**config.mk**
```make
export PLATFORM = sky130hd
export DESIGN_NAME = alu_result_stage_flat
export DESIGN_NICKNAME = d
export VERILOG_FILES = /design/src/rtl/alu_result_stage_pkg.sv /design/src/rtl/alu_result_stage_if.sv /design/src/rtl/alu_result_stage_skid_buffer2.sv /design/src/rtl/alu_result_stage.sv /design/src/flat_wrapper.sv
export SDC_FILE = /design/constraint.sdc
export NUM_CORES = 1
export LEC_CHECK = 0
export CAP_MARGIN = 20
export CORE_UTILIZATION = 45
export CTS_CLUSTER_SIZE = 25
export DETAILED_ROUTE_END_ITERATION = 7
export GPL_ROUTABILITY_DRIVEN = 0
export PLACE_DENSITY = 0.74
export SLEW_MARGIN = 0
export SYNTH_ARGS = -nofsm -noshare
export SYNTH_HDL_FRONTEND = slang
export SYNTH_SLANG_ARGS = --single-unit
```
**constraint.sdc**
```tcl
create_clock -name clk -period 2.54 [get_ports clk]
set_input_delay 0.254 -clock clk [delete_from_list [all_inputs] [get_ports clk]]
set_output_delay 0.254 -clock clk [all_outputs]
set_load 0.01 [all_outputs]
```
**src/rtl/alu_result_stage_pkg.sv**
```systemverilog
// Shared definitions for the ALU result stage: condition codes, flag bit
// positions and a helper that packs ALU flags into status-register order.
package alu_result_stage_pkg;

  localparam logic [2:0] COND_AL = 3'b000;
  localparam logic [2:0] COND_EQ = 3'b001;
  localparam logic [2:0] COND_NE = 3'b010;
  localparam logic [2:0] COND_CS = 3'b011;
  localparam logic [2:0] COND_CC = 3'b100;
  localparam logic [2:0] COND_MI = 3'b101;
  localparam logic [2:0] COND_VS = 3'b110;
  localparam logic [2:0] COND_LT = 3'b111;

  localparam int FLAG_Z = 0;
  localparam int FLAG_C = 1;
  localparam int FLAG_V = 2;
  localparam int FLAG_N = 3;

  typedef logic [3:0] flags_t;

  function automatic flags_t pack_flags(input logic n, input logic v,
                                        input logic c, input logic z);
    flags_t f;
    f         = '0;
    f[FLAG_N] = n;
    f[FLAG_V] = v;
    f[FLAG_C] = c;
    f[FLAG_Z] = z;
    return f;
  endfunction

endpackage

```
**src/rtl/alu_result_stage_if.sv**
```systemverilog
// Upstream (ALU) and downstream (writeback) handshake bundle of the result
// stage. master = the environment driving the stage, slave = the stage itself.
interface alu_result_stage_if #(
  parameter int DATA_WIDTH = 8,
  parameter int RD_WIDTH   = 3
);

  logic                  in_valid;
  logic                  in_ready;
  logic [DATA_WIDTH-1:0] in_result;
  logic                  in_zero;
  logic                  in_carry;
  logic                  in_overflow;
  logic                  in_negative;
  logic [RD_WIDTH-1:0]   in_rd;
  logic                  in_wr_en;
  logic                  in_flags_en;

  logic                  out_valid;
  logic                  out_ready;
  logic [DATA_WIDTH-1:0] out_result;
  logic [RD_WIDTH-1:0]   out_rd;
  logic                  out_wr_en;

  modport master (
    output in_valid, in_result, in_zero, in_carry, in_overflow, in_negative,
           in_rd, in_wr_en, in_flags_en, out_ready,
    input  in_ready, out_valid, out_result, out_rd, out_wr_en
  );

  modport slave (
    input  in_valid, in_result, in_zero, in_carry, in_overflow, in_negative,
           in_rd, in_wr_en, in_flags_en, out_ready,
    output in_ready, out_valid, out_result, out_rd, out_wr_en
  );

endinterface

```
**src/rtl/alu_result_stage_skid_buffer2.sv**
```systemverilog
// Generic 2-entry valid/ready FIFO with synchronous flush. in_ready depends
// only on the registered count, so there is no path from out_ready to in_ready.
module skid_buffer2 #(
  parameter int WIDTH = 12
) (
  input  logic             clk,
  input  logic             rst,
  input  logic             flush,
  input  logic             in_valid,
  output logic             in_ready,
  input  logic [WIDTH-1:0] in_data,
  output logic             out_valid,
  input  logic             out_ready,
  output logic [WIDTH-1:0] out_data
);

  logic [1:0]       count;
  logic [WIDTH-1:0] slot0;
  logic [WIDTH-1:0] slot1;
  logic             push;
  logic             pop;

  assign in_ready  = (count < 2'd2);
  assign out_valid = (count != 2'd0);
  assign out_data  = out_valid ? slot0 : '0;
  assign push      = in_valid & in_ready;
  assign pop       = out_valid & out_ready;

  always_ff @(posedge clk or posedge rst) begin
    if (rst) begin
      count <= 2'd0;
      slot0 <= '0;
      slot1 <= '0;
    end else if (flush) begin
      count <= 2'd0;
    end else begin
      unique case ({push, pop})
        2'b10: begin
          if (count == 2'd0) slot0 <= in_data;
          else               slot1 <= in_data;
          count <= count + 2'd1;
        end
        2'b01: begin
          slot0 <= slot1;
          count <= count - 2'd1;
        end
        2'b11: begin
          // count is 1 here (push is blocked at 2), so the new entry becomes head
          if (count == 2'd1) begin
            slot0 <= in_data;
          end else begin
            slot0 <= slot1;
            slot1 <= in_data;
          end
        end
        default: ;
      endcase
    end
  end

endmodule

```
**src/rtl/alu_result_stage.sv**
```systemverilog
// Execute-to-writeback stage: buffers ALU results toward writeback and keeps
// the architectural {N,V,C,Z} status register plus branch condition decode.
module alu_result_stage
  import alu_result_stage_pkg::*;
#(
  parameter int DATA_WIDTH = 8,
  parameter int RD_WIDTH   = 3
) (
  input  logic                    clk,
  input  logic                    rst,
  alu_result_stage_if.slave       bus,
  input  logic                    flush,
  output logic [3:0]              status_flags,
  input  logic [2:0]              cond_sel,
  output logic                    cond_true
);

  localparam int PAYLOAD_W = DATA_WIDTH + RD_WIDTH + 1;

  logic [PAYLOAD_W-1:0] in_payload;
  logic [PAYLOAD_W-1:0] out_payload;
  logic                 accept;
  flags_t               flags_q;

  assign in_payload = {bus.in_wr_en, bus.in_rd, bus.in_result};

  skid_buffer2 #(
    .WIDTH (PAYLOAD_W)
  ) u_buf (
    .clk       (clk),
    .rst       (rst),
    .flush     (flush),
    .in_valid  (bus.in_valid),
    .in_ready  (bus.in_ready),
    .in_data   (in_payload),
    .out_valid (bus.out_valid),
    .out_ready (bus.out_ready),
    .out_data  (out_payload)
  );

  assign bus.out_result = out_payload[DATA_WIDTH-1:0];
  assign bus.out_rd     = out_payload[DATA_WIDTH +: RD_WIDTH];
  assign bus.out_wr_en  = out_payload[PAYLOAD_W-1];

  assign accept = bus.in_valid & bus.in_ready;

  // Flags commit at accept even under flush: they belong to the executed op.
  always_ff @(posedge clk or posedge rst) begin
    if (rst) begin
      flags_q <= '0;
    end else if (accept && bus.in_flags_en) begin
      flags_q <= pack_flags(bus.in_negative, bus.in_overflow,
                            bus.in_carry, bus.in_zero);
    end
  end

  assign status_flags = flags_q;

  always_comb begin
    cond_true = 1'b0;
    unique case (cond_sel)
      COND_AL: cond_true = 1'b1;
      COND_EQ: cond_true = flags_q[FLAG_Z];
      COND_NE: cond_true = ~flags_q[FLAG_Z];
      COND_CS: cond_true = flags_q[FLAG_C];
      COND_CC: cond_true = ~flags_q[FLAG_C];
      COND_MI: cond_true = flags_q[FLAG_N];
      COND_VS: cond_true = flags_q[FLAG_V];
      COND_LT: cond_true = flags_q[FLAG_N] ^ flags_q[FLAG_V];
      default: cond_true = 1'b0;
    endcase
  end

endmodule

```
**src/flat_wrapper.sv**
```systemverilog
// flat-port wrapper written by rule: the top's interface ports become plain ports
module alu_result_stage_flat import alu_result_stage_pkg::*;
#(
  parameter int DATA_WIDTH = 8,
  parameter int RD_WIDTH   = 3
)
  (clk, rst, flush, status_flags, cond_sel, cond_true, bus_in_valid, bus_in_result, bus_in_zero, bus_in_carry, bus_in_overflow, bus_in_negative, bus_in_rd, bus_in_wr_en, bus_in_flags_en, bus_out_ready, bus_in_ready, bus_out_valid, bus_out_result, bus_out_rd, bus_out_wr_en);
  alu_result_stage_if #(.DATA_WIDTH(DATA_WIDTH), .RD_WIDTH(RD_WIDTH)) bus_i ();
  input  logic clk;
  input  logic rst;
  input  logic flush;
  output logic [3:0] status_flags;
  input  logic [2:0] cond_sel;
  output logic cond_true;
  input wire logic [$bits(bus_i.in_valid)-1:0] bus_in_valid;
  input wire logic [$bits(bus_i.in_result)-1:0] bus_in_result;
  input wire logic [$bits(bus_i.in_zero)-1:0] bus_in_zero;
  input wire logic [$bits(bus_i.in_carry)-1:0] bus_in_carry;
  input wire logic [$bits(bus_i.in_overflow)-1:0] bus_in_overflow;
  input wire logic [$bits(bus_i.in_negative)-1:0] bus_in_negative;
  input wire logic [$bits(bus_i.in_rd)-1:0] bus_in_rd;
  input wire logic [$bits(bus_i.in_wr_en)-1:0] bus_in_wr_en;
  input wire logic [$bits(bus_i.in_flags_en)-1:0] bus_in_flags_en;
  input wire logic [$bits(bus_i.out_ready)-1:0] bus_out_ready;
  output wire logic [$bits(bus_i.in_ready)-1:0] bus_in_ready;
  output wire logic [$bits(bus_i.out_valid)-1:0] bus_out_valid;
  output wire logic [$bits(bus_i.out_result)-1:0] bus_out_result;
  output wire logic [$bits(bus_i.out_rd)-1:0] bus_out_rd;
  output wire logic [$bits(bus_i.out_wr_en)-1:0] bus_out_wr_en;
  assign bus_i.in_valid = bus_in_valid;
  assign bus_i.in_result = bus_in_result;
  assign bus_i.in_zero = bus_in_zero;
  assign bus_i.in_carry = bus_in_carry;
  assign bus_i.in_overflow = bus_in_overflow;
  assign bus_i.in_negative = bus_in_negative;
  assign bus_i.in_rd = bus_in_rd;
  assign bus_i.in_wr_en = bus_in_wr_en;
  assign bus_i.in_flags_en = bus_in_flags_en;
  assign bus_i.out_ready = bus_out_ready;
  assign bus_in_ready = bus_i.in_ready;
  assign bus_out_valid = bus_i.out_valid;
  assign bus_out_result = bus_i.out_result;
  assign bus_out_rd = bus_i.out_rd;
  assign bus_out_wr_en = bus_i.out_wr_en;
  alu_result_stage #(.DATA_WIDTH(DATA_WIDTH), .RD_WIDTH(RD_WIDTH)) u_core (.clk(clk), .rst(rst), .bus(bus_i), .flush(flush), .status_flags(status_flags), .cond_sel(cond_sel), .cond_true(cond_true));
endmodule
```
After elaboration in Yosys (flattened, before gate mapping)
Cells that the tools add are included.
W data, S select, Z words.
{"block": "totals", "ff_bits": 30, "input_bits": 25, "out_inout_bits": 19, "word_cells": 46}
{"block": "op_classes", "addsub": 2, "n_lt_le_gt_ge": 1, "n_eq_ne": 14, "n_mux": 10, "n_bitwise": 6, "n_reduce_logical": 9}
{"op": "$mux W12", "count": 5}
{"op": "$pmux W12 S3", "count": 1}
{"op": "$pmux W12 S2", "count": 1}
{"op": "$eq A3 B3 Y1 const B", "count": 4}
{"op": "$pmux W1 S8", "count": 1}
{"op": "$eq A3 B2 Y1 const B", "count": 2}
{"op": "$ne A2 B2 Y1 const B", "count": 3}
{"op": "$reduce_bool A3 Y1", "count": 2}
{"op": "$eq A2 B1 Y1 const B", "count": 2}
{"op": "$eq A2 B2 Y1 const B", "count": 2}
{"op": "$pmux W2 S2", "count": 1}
{"op": "$reduce_and A4 Y1", "count": 1}
{"op": "$reduce_bool A2 Y1", "count": 2}
{"op": "$eq A3 B1 Y1 const B", "count": 1}
{"op": "$logic_not A3 Y1", "count": 1}
{"op": "$not A1 Y1", "count": 3}
{"op": "$reduce_and A3 Y1", "count": 1}
{"op": "$add A2 B1 Y2 const B", "count": 1}
{"op": "$and A1 B1 Y1", "count": 2}
{"op": "$logic_not A2 Y1", "count": 1}
{"op": "$lt A2 B2 Y1 const B", "count": 1}
{"op": "$mux W2", "count": 1}
{"op": "$sub A2 B1 Y2 const B", "count": 1}
{"op": "$logic_and A1 B1 Y1", "count": 1}
{"op": "$xor A1 B1 Y1", "count": 1}

Logic depth before layout (Yosys ltp)
Gate-level depths: netlist (run 1).
{"block": "logic_depth", "depth_word": 5, "mapped_depth": 7, "ltp_nobuf": 6}

Cells and area by module
From an unflattened synthesis (run 1), not the netlist that was laid out.
{"block": "unflattened", "hier_cells": 163, "hier_area_um2": 1790.5}
{"module": "skid_buffer2", "instances": 1, "cells_each": 144, "area_per_inst_um2": 1580.3, "seq_area_each_um2": 650.6}
{"module": "alu_result_stage", "instances": 1, "cells_each": 19, "area_per_inst_um2": 210.2, "seq_area_each_um2": 100.1}

Least setup slack after synthesis (run 1)
OpenSTA, ideal clock, no wires.
{"block": "synth_path", "path_kind": "register -> register", "startpoint": "register u_core.u_buf.count[1]", "endpoint": "register u_core.u_buf.slot0[5]", "setup_ns": 0.138, "arrival_time_ns": 1.770, "required_time_ns": 2.402, "setup_slack_ns": 0.633, "stages_incl_launch_ff": 8, "path_buffers": 1, "period_less_slack_ns": 1.907, "path_cell_list": "dfrtp_1 inv_1 ha_1 buf_2 mux2_2 a221o_1 o21ai_0 o21ai_0"}
{"block": "synth_via", "elab_chain_cells": 5, "word_cells_on_any_way": 14, "classes_between": "order compare (1); eq/ne (5); mux (2); bitwise (2); reduce/logical (4)"}
{"element": "from (decl)", "line_no": "alu_result_stage_skid_buffer2.sv:17", "text": "logic [1:0] count;"}
{"element": "from (signal assigned)", "line_no": "alu_result_stage_skid_buffer2.sv:41", "text": "count <= count + 2'd1;"}
{"element": "from (signal assigned)", "line_no": "alu_result_stage_skid_buffer2.sv:45", "text": "count <= count - 2'd1;"}
{"element": "$lt A2 B2 Y1 (*)", "line_no": "alu_result_stage_skid_buffer2.sv:23", "text": "assign in_ready = (count < 2'd2);"}
{"element": "named net bus_in_ready", "line_no": "flat_wrapper.sv:25", "text": "output wire logic [$bits(bus_i.in_ready)-1:0] bus_in_ready;"}
{"element": "$and A1 B1 Y1 (*)", "line_no": "alu_result_stage_skid_buffer2.sv:26", "text": "assign push = in_valid & in_ready;"}
{"element": "$eq A2 B2 Y1 or $eq A2 B1 Y1 (tied branches)", "line_no": "alu_result_stage_skid_buffer2.sv:37", "text": "unique case ({push, pop})"}
{"element": "$ne A2 B2 Y1 (no line) or $reduce_bool A3 Y1 (tied branches)"}
{"element": "$reduce_and A3 Y1 (no line)"}
{"element": "to (signal assigned)", "line_no": "alu_result_stage_skid_buffer2.sv:39", "text": "if (count == 2'd0) slot0 <= in_data;"}
{"element": "to (signal assigned)", "line_no": "alu_result_stage_skid_buffer2.sv:44", "text": "slot0 <= slot1;"}
{"element": "to (signal assigned)", "line_no": "alu_result_stage_skid_buffer2.sv:50", "text": "slot0 <= in_data;"}
{"element": "to (decl)", "line_no": "alu_result_stage_skid_buffer2.sv:18", "text": "logic [WIDTH-1:0] slot0;"}
Mark *: on every way through the listed nets, which the timed path passes. The rest lies on a longest branch.
A chain may end at the register's enable or synchronous reset.

Final worst setup path (run 1)
{"block": "layout_path", "startpoint": "register u_core.u_buf.count[1]", "endpoint": "output bus_out_result[6]"}
{"block": "layout_via", "elab_chain_cells": 2}
{"element": "$reduce_bool A2 Y1", "line_no": "alu_result_stage_skid_buffer2.sv:24", "text": "assign out_valid = (count != 2'd0);"}
{"element": "$mux W12", "line_no": "alu_result_stage_skid_buffer2.sv:25", "text": "assign out_data = out_valid ? slot0 : '0;"}
{"element": "to (decl)", "line_no": "flat_wrapper.sv:27", "text": "output wire logic [$bits(bus_i.out_result)-1:0] bus_out_result;"}
No other way between the ends.

==> run summary, run 1 <==
Tightest Pin Transition -> 0.672 ns
Count of antenna-violating nets left after detailed routing -> 0
Number of library cell types mapped by synthesis -> 27
CP arrival -> 1.90 ns
Type of destination of the critical path -> output pin
First-pass GRT wire length -> 6350 um
Startpoint of the most critical register-to-register path -> u_core.u_buf.count[1]$_DFFE_PP0P_
Max clock buf depth -> 2
Fraction of layout cells with a size suffix above 1 -> 20.0%
Buffers & Inverters on Critical Path -> 3
Total of max-cap violations -> 0
Clock tree sinks -> 30
Portion of the clock cycle consumed by the worst path in the final layout -> 84.8%
Antenna diodes -> 0
Largest clock skew in the final design -> 0.00346 ns
Dominant cell type by area after synthesis -> dfrtp_1
Slowest stage delay, CP -> 0.55 ns
Setup WS post-layout -> 0.386 ns
Flops & latches, synth -> 30
DR vias/cell -> 5.40
Primary FF master, synth -> dfrtp_1
Fraction of the yosys area taken by sequential cells -> 43.0%
Wirelength per Cell -> 14.5 um
Power density over cell area -> 1190 mW/mm^2
Standard cell core area -> 0.00369 sq mm
Top-area cell type share of the netlist area -> 43.0%
Cell with the largest stage delay on the worst path -> clkdlybuf4s50_1
H-tree levels -> 2
Routed vias -> 1393
Final Slew Violations -> 0
Die width -> 64.3 um
Initial standard-cell utilization of the core -> 47.3%
Count of instances resized after the clock tree is built -> 0
Clk_lat worst skew -> 0.28 ns
Maximum operating frequency -> 0.464 GHz
Floorplan row count -> 22
Initial antenna violation count -> 0
Number of hold violations in the final report -> 0
Summed negative setup slack over all endpoints -> 0 ns
Crit path cell chain -> inv_1 > ha_1 > buf_4 > nor2b_1 > clkdlybuf4s50_1
Number of nets at the end of the flow -> 237
RSZ-0062 raised after global routing -> no
Cell count after synthesis -> 163
Number of flops mapped to enable cells by yosys -> 0
Maximum fanout count along the critical path -> 14
Detailed placer's ending HPWL -> 2670 um
Number of iterations in the first detailed-routing pass -> 4
Data required time at the worst endpoint -> 2.29 ns
Critical path class -> reg2out
Number of buffers inserted during clock tree synthesis -> 5
Area growth from synthesis to layout -> 32.8%
Post-CTS clock slew at the launch and capture registers of the worst setup and hold paths -> 0.06 ns
Synth top cells by count -> dfrtp_1, o21ai_0, mux2_2, nand2_1, nor2b_1
Post-CTS Repair Setup Buffers -> 0
YS warnings -> 0
Pin count of the biggest net entering global routing -> 31
Setup violators final -> 0
Pre-CTS worst setup slack -> 0.343 ns
Minimum clock period after layout -> 2.15 ns
Launching instance or port of the critical path -> u_core.u_buf.count[1]$_DFFE_PP0P_
Post-Syn Area -> 0.00175 sq mm
Vias in the first global route -> 1370
Most instantiated library cell after synthesis -> dfrtp_1
Most area-consuming cells after synthesis -> dfrtp_1, mux2_2, mux2_4
HP Class -> in2async
Maximum vdd ir drop -> 720 uV
Mean post-synth cell area -> 10.7 sq um
Die outline area -> 0.00413 sq mm
Number of violations reported at the end of detailed-routing iteration 0 -> 50
Residual DRC -> 0
Outcome -> complete, no violations
Die height -> 64.3 um
Final core utilization -> 62.9%
Leakage -> 0.990 nW
Clock tree from TritonCTS -> done
Overflow after GRT -> 0
GRT Resource Usage Total -> 20.1%
FF-to-FF setup slack -> 0.49 ns
Kind of launch point of the worst setup path -> flip-flop
Final wirelength -> 3740 um
IO Pins -> 44
Top delay family on crit path -> buffers and inverters
Worst slew slack as a fraction of its limit -> 55.2%
Hold buffers post-CTS -> 0
Proportion of register bits with asynchronous set or reset after synthesis -> 100%
Count of input and output buffers -> 43
Master cell of the clock root buffer -> clkbuf_8
Syn_nets -> 191
## power breakdown
| part | switching [mW] | leakage, nW | internal, mW | total [mW] |
|---|---|---|---|---|
| Clock | 0.172 | 0.0482 | 0.218 | 0.390 |
| Combinational | 0.652 | 0.576 | 0.853 | 1.51 |
| Sequential | 0.158 | 0.365 | 0.712 | 0.870 |
## cells by family (layout without fill, tap and decap cells)
family / after synthesis / after routing / share of synthesized area (%)
adder cells (fa/ha/maj): 3 / 3 / 2.15
flip-flops: 30 / 30 / 43.0
AND/OR/NAND/NOR: 42 / 42 / 12.6
buffers and inverters: 14 / 61 / 3.73
multiplexers: 28 / 28 / 20.2
AO/OA/AOI/OAI: 44 / 44 / 17.3
XOR/XNOR: 2 / 2 / 1.00
## worst register-to-register path: stages (launching register included)
cell	delay, ns
dfrtp_1	0.43
inv_1	0.14
ha_1	0.25
buf_4	0.22
mux2_2	0.35
a221o_1	0.31
o21ai_0	0.11
o21ai_0	0.11
## per-layer routing
layer  part of all wire [%]  GRT usage [%]
met2                     45           30.7
met1                     48           26.2
met4                    2.6           11.9
met5                      0              0
met3                    4.9           3.75
## cell type report
cell class              count  area, sq um
clock buffers               7         86.3
clock inverters             1         5.00
fillers                   305         1370
inverters                   5         18.8
multi-input cells         119          930
flip-flops and latches     30          751
well taps                  48         60.1
repair buffers             48          468
## flip-flops by register name (all words and copies together) (netlist names)
register	flops
u_core.status_flags	4
u_core.u_buf.slot0	12
u_core.u_buf.count	2
u_core.u_buf.slot1	12
## worst paths after layout
path / to / depth (start not counted)
min: u_core.u_buf.slot0[3]$_DFFE_PP0P_ / 3
min reg2reg: u_core.u_buf.slot0[5]$_DFFE_PP0P_ / 2
max reg2reg: u_core.u_buf.slot0[3]$_DFFE_PP0P_ / 7
min in group clk: u_core.u_buf.slot0[5]$_DFFE_PP0P_ / 2
max: bus_out_result[6] / 5
max in group asynchronous: u_core.u_buf.count[0]$_DFFE_PP0P_ / 3
## per-stage QoR
step	area (sq um)	std cells	hold WS, ns	total power, mW
floorplan	1750	163	0.320	1.85
global placement	2230	250	0.455	2.32
detailed placement	2230	250	0.463	2.38
CTS	2320	258	0.358	2.79
global route	2320	258	0.397	2.97
finish	2320	258	0.348	2.77
## placed cells by master, fill, tap and decap left out, types with 2 or more instances in the layout
cell type	netlist	layout
clkdlybuf4s50_1	0	43
dfrtp_1	30	30
o21ai_0	23	23
mux2_2	18	18
nand2_1	17	17
nor2b_1	15	15
a221o_1	12	12
mux2_4	10	10
nor2_1	6	6
clkbuf_8	0	6
inv_1	5	5
buf_4	0	5
ha_1	3	3
a21oi_1	2	2
Note: power is estimated with default switching activity, not from simulation.
==> run 2, diff against run 1 <==
Settings changed: CORE_UTILIZATION 45 to 44, PLACE_DENSITY 0.74 to 0.76.
Clock period 2.54 ns to 1.74 ns, I/O delays scaled along.
==> run summary, run 2 (synthesized netlist as in run 1, its figures left out) <==
Fraction of met1 tracks used by global routing -> 26.7% (+0.43 points)
Portion of the clock cycle consumed by the worst path in the final layout -> 102%
Clock tree from TritonCTS -> done
Number of hold violations in the final report -> 0 (unchanged)
Standard cell core area -> 0.00374 sq mm (+1.5%)
Final Slew Violations -> 0 (unchanged)
HP Class -> in2async
Setup violators final -> 13 (+13)
Count of input and output buffers -> 43 (unchanged)
Wirelength per Cell -> 15.7 um (+8.6%)
First-pass GRT wire length -> 6770 um (+6.5%)
Leakage -> 1.11 nW (+12%)
Commonest non-fill, non-tap cell in the layout -> dfrtp_1
Most used routing layer -> met2
Number of placed instances with taps included -> 259 (+3.6%)
Number of violations reported at the end of detailed-routing iteration 0 -> 34 (-32%)
Hold buffers post-CTS -> 0 (unchanged)
Violated checks -> setup timing
Die width -> 65.0 um (+1.1%)
Minimum clock period after layout -> 1.78 ns
Maximum fanout count along the critical path -> 13 (-1)
GRT Resource Usage Total -> 21.3% (+1.2 points)
Master cell of the clock root buffer -> clkbuf_8
Area growth from synthesis to layout -> 40.2%
Final non-filler cell total -> 269 (+4.3%)
Die outline area -> 0.00422 sq mm (+2.2%)
Residual DRC -> 0 (unchanged)
Number of iterations in the first detailed-routing pass -> 4 (unchanged)
Number of buffers inserted during clock tree synthesis -> 5 (unchanged)
Setup WS post-layout -> -0.0403 ns (-0.426 ns)
Max clock buf depth -> 2 (unchanged)
Critical path class -> reg2reg
Worst slew slack as a fraction of its limit -> 74.0% (+19 points)
Cell with the largest stage delay on the worst path -> a2111o_1
Routed vias -> 1475 (+5.9%)
Kind of launch point of the worst setup path -> flip-flop
Clock tree sinks -> 30 (unchanged)
Floorplan row count -> 22 (unchanged)
Antenna diodes -> 0 (unchanged)
Final wirelength -> 4230 um (+13%)
Vias in the first global route -> 1416 (+3.4%)
Most repeated library cell on the critical path -> buf_6
Pin count of the biggest net entering global routing -> 31 (unchanged)
Overflow after GRT -> 0 (unchanged)
Die height -> 65.0 um (+1.1%)
CP arrival -> 1.93 ns (+0.03 ns)
Maximum operating frequency -> 0.562 GHz
Tightest Pin Transition -> 0.390 ns (-0.283 ns)
Pre-CTS worst setup slack -> -0.0976 ns (-0.440 ns)
GR Layer Usage met3 -> 3.17% (-0.58 points)
Largest clock skew in the final design -> 0.00224 ns (-0.00121 ns)
Crit path cell chain -> buf_6 > ha_4 > a2111o_1 > buf_6 > mux2_4
Fraction of layout cells with a size suffix above 1 -> 27.6% (+7.6 points)
IO Pins -> 44 (unchanged)
Power density over cell area -> 1740 mW/mm^2 (+46%)
Data required time at the worst endpoint -> 1.89 ns (-0.40 ns)
Post-CTS clock slew at the launch and capture registers of the worst setup and hold paths -> 0.06 ns (about the same)
Maximum vdd ir drop -> 962 uV (+34%)
Slowest stage delay, CP -> 0.43 ns (-0.12 ns)
Clk_lat worst skew -> 0.27 ns (about the same)
DR vias/cell -> 5.48 (+1.6%)
Detailed placer's ending HPWL -> 3100 um (+16%)
Type of destination of the critical path -> flip-flop
Global Route met2 Usage -> 35.9% (+5.3 points)
Initial antenna violation count -> 0 (unchanged)
H-tree levels -> 2 (unchanged)
Outcome -> complete, but fails checks
Total of max-cap violations -> 0 (unchanged)
Number of nets at the end of the flow -> 248 (+4.6%)
RSZ-0062 raised after global routing -> yes
Most used cells in the layout excluding fill and tap cells -> dfrtp_1, clkdlybuf4s50_1, mux2_2
Initial standard-cell utilization of the core -> 46.6% (-0.70 points)
Count of antenna-violating nets left after detailed routing -> 0 (unchanged)
run 2: repair_timing:
action,in CTS,in global routing
cloned,0,1
setup buffers,1,0
gates resized for setup,21,15
endpoints found under the setup margin,27,36
pin swaps,1,0
run 2: worst paths after layout:
path                                                   startpoint                           endpoint  slack [ns]  depth (start not counted)
worst min-delay path                                          rst  u_core.u_buf.slot0[3]$_DFFE_PP0P_        0.32                          3
min in group clk                u_core.u_buf.slot0[0]$_DFFE_PP0P_  u_core.u_buf.slot0[0]$_DFFE_PP0P_        0.47                          2
worst max-delay path            u_core.u_buf.count[0]$_DFFE_PP0P_  u_core.u_buf.slot1[6]$_DFFE_PP0P_       -0.04                          5
worst min register to register  u_core.u_buf.slot0[0]$_DFFE_PP0P_  u_core.u_buf.slot0[0]$_DFFE_PP0P_        0.47                          2
worst max register to register  u_core.u_buf.count[0]$_DFFE_PP0P_  u_core.u_buf.slot1[6]$_DFFE_PP0P_       -0.04                          5
max in group asynchronous                                     rst  u_core.u_buf.count[1]$_DFFE_PP0P_        1.14                          3
run 2: layout make-up:
type                            count  area, sq um
Sequential cell                    30          751
Clock inverter                      1         5.00
Multi-Input combinational cell    119          971
Timing Repair Buffer               59          556
Fill cell                         284         1300
Tap cell                           48         60.1
Inverter                            5         18.8
Clock buffer                        7         86.3
run 2: where the power goes:
part | switching (mW) | total [mW] | internal [mW]
Sequential | 0.237 | 1.28 | 1.04
Combinational | 1.07 | 2.41 | 1.34
Clock | 0.245 | 0.563 | 0.318
run 2: per-layer routing:
| layer | share of wire [%] | up-vias | wire length (um) |
|---|---|---|---|
| met4 | 1.1 | 0 | 46 |
| met2 | 50 | 51 | 2130 |
| li1 | - | 705 | - |
| met1 | 45 | 713 | 1890 |
| met5 | 0 | - | 0 |
| met3 | 4.0 | 6 | 169 |
run 2: per-stage QoR:
stage          total power, mW  setup TNS, ns  utilization, %  hold WS (ns)  cell area [sq um]
3_3_place_gp              3.52        -0.0222            61.7         0.456               2310
5_1_grt                   4.54          -1.03            65.4         0.356               2450
6_report                  4.25         -0.273            65.4         0.321               2450
3_5_place_dp              3.65         -0.707            61.7         0.461               2310
2_1_floorplan             2.76              0               -         0.240               1770
4_1_cts                   4.16        -0.0325            64.3         0.335               2410
run 2: worst max-delay path, delay by kind of cell (launching register included):
family	cells	cell delay, ns
mux	1	0.30
compound gates	1	0.43
fa+ha+maj	1	0.21
buf+inv	2	0.31
flops	1	0.41
==> run 3, diff against run 2 <==
Settings changed: GPL_ROUTABILITY_DRIVEN 0 to not set.
==> results of run 3 <==
Same layout as run 2: the final DEF is identical, and so are final timing and power.
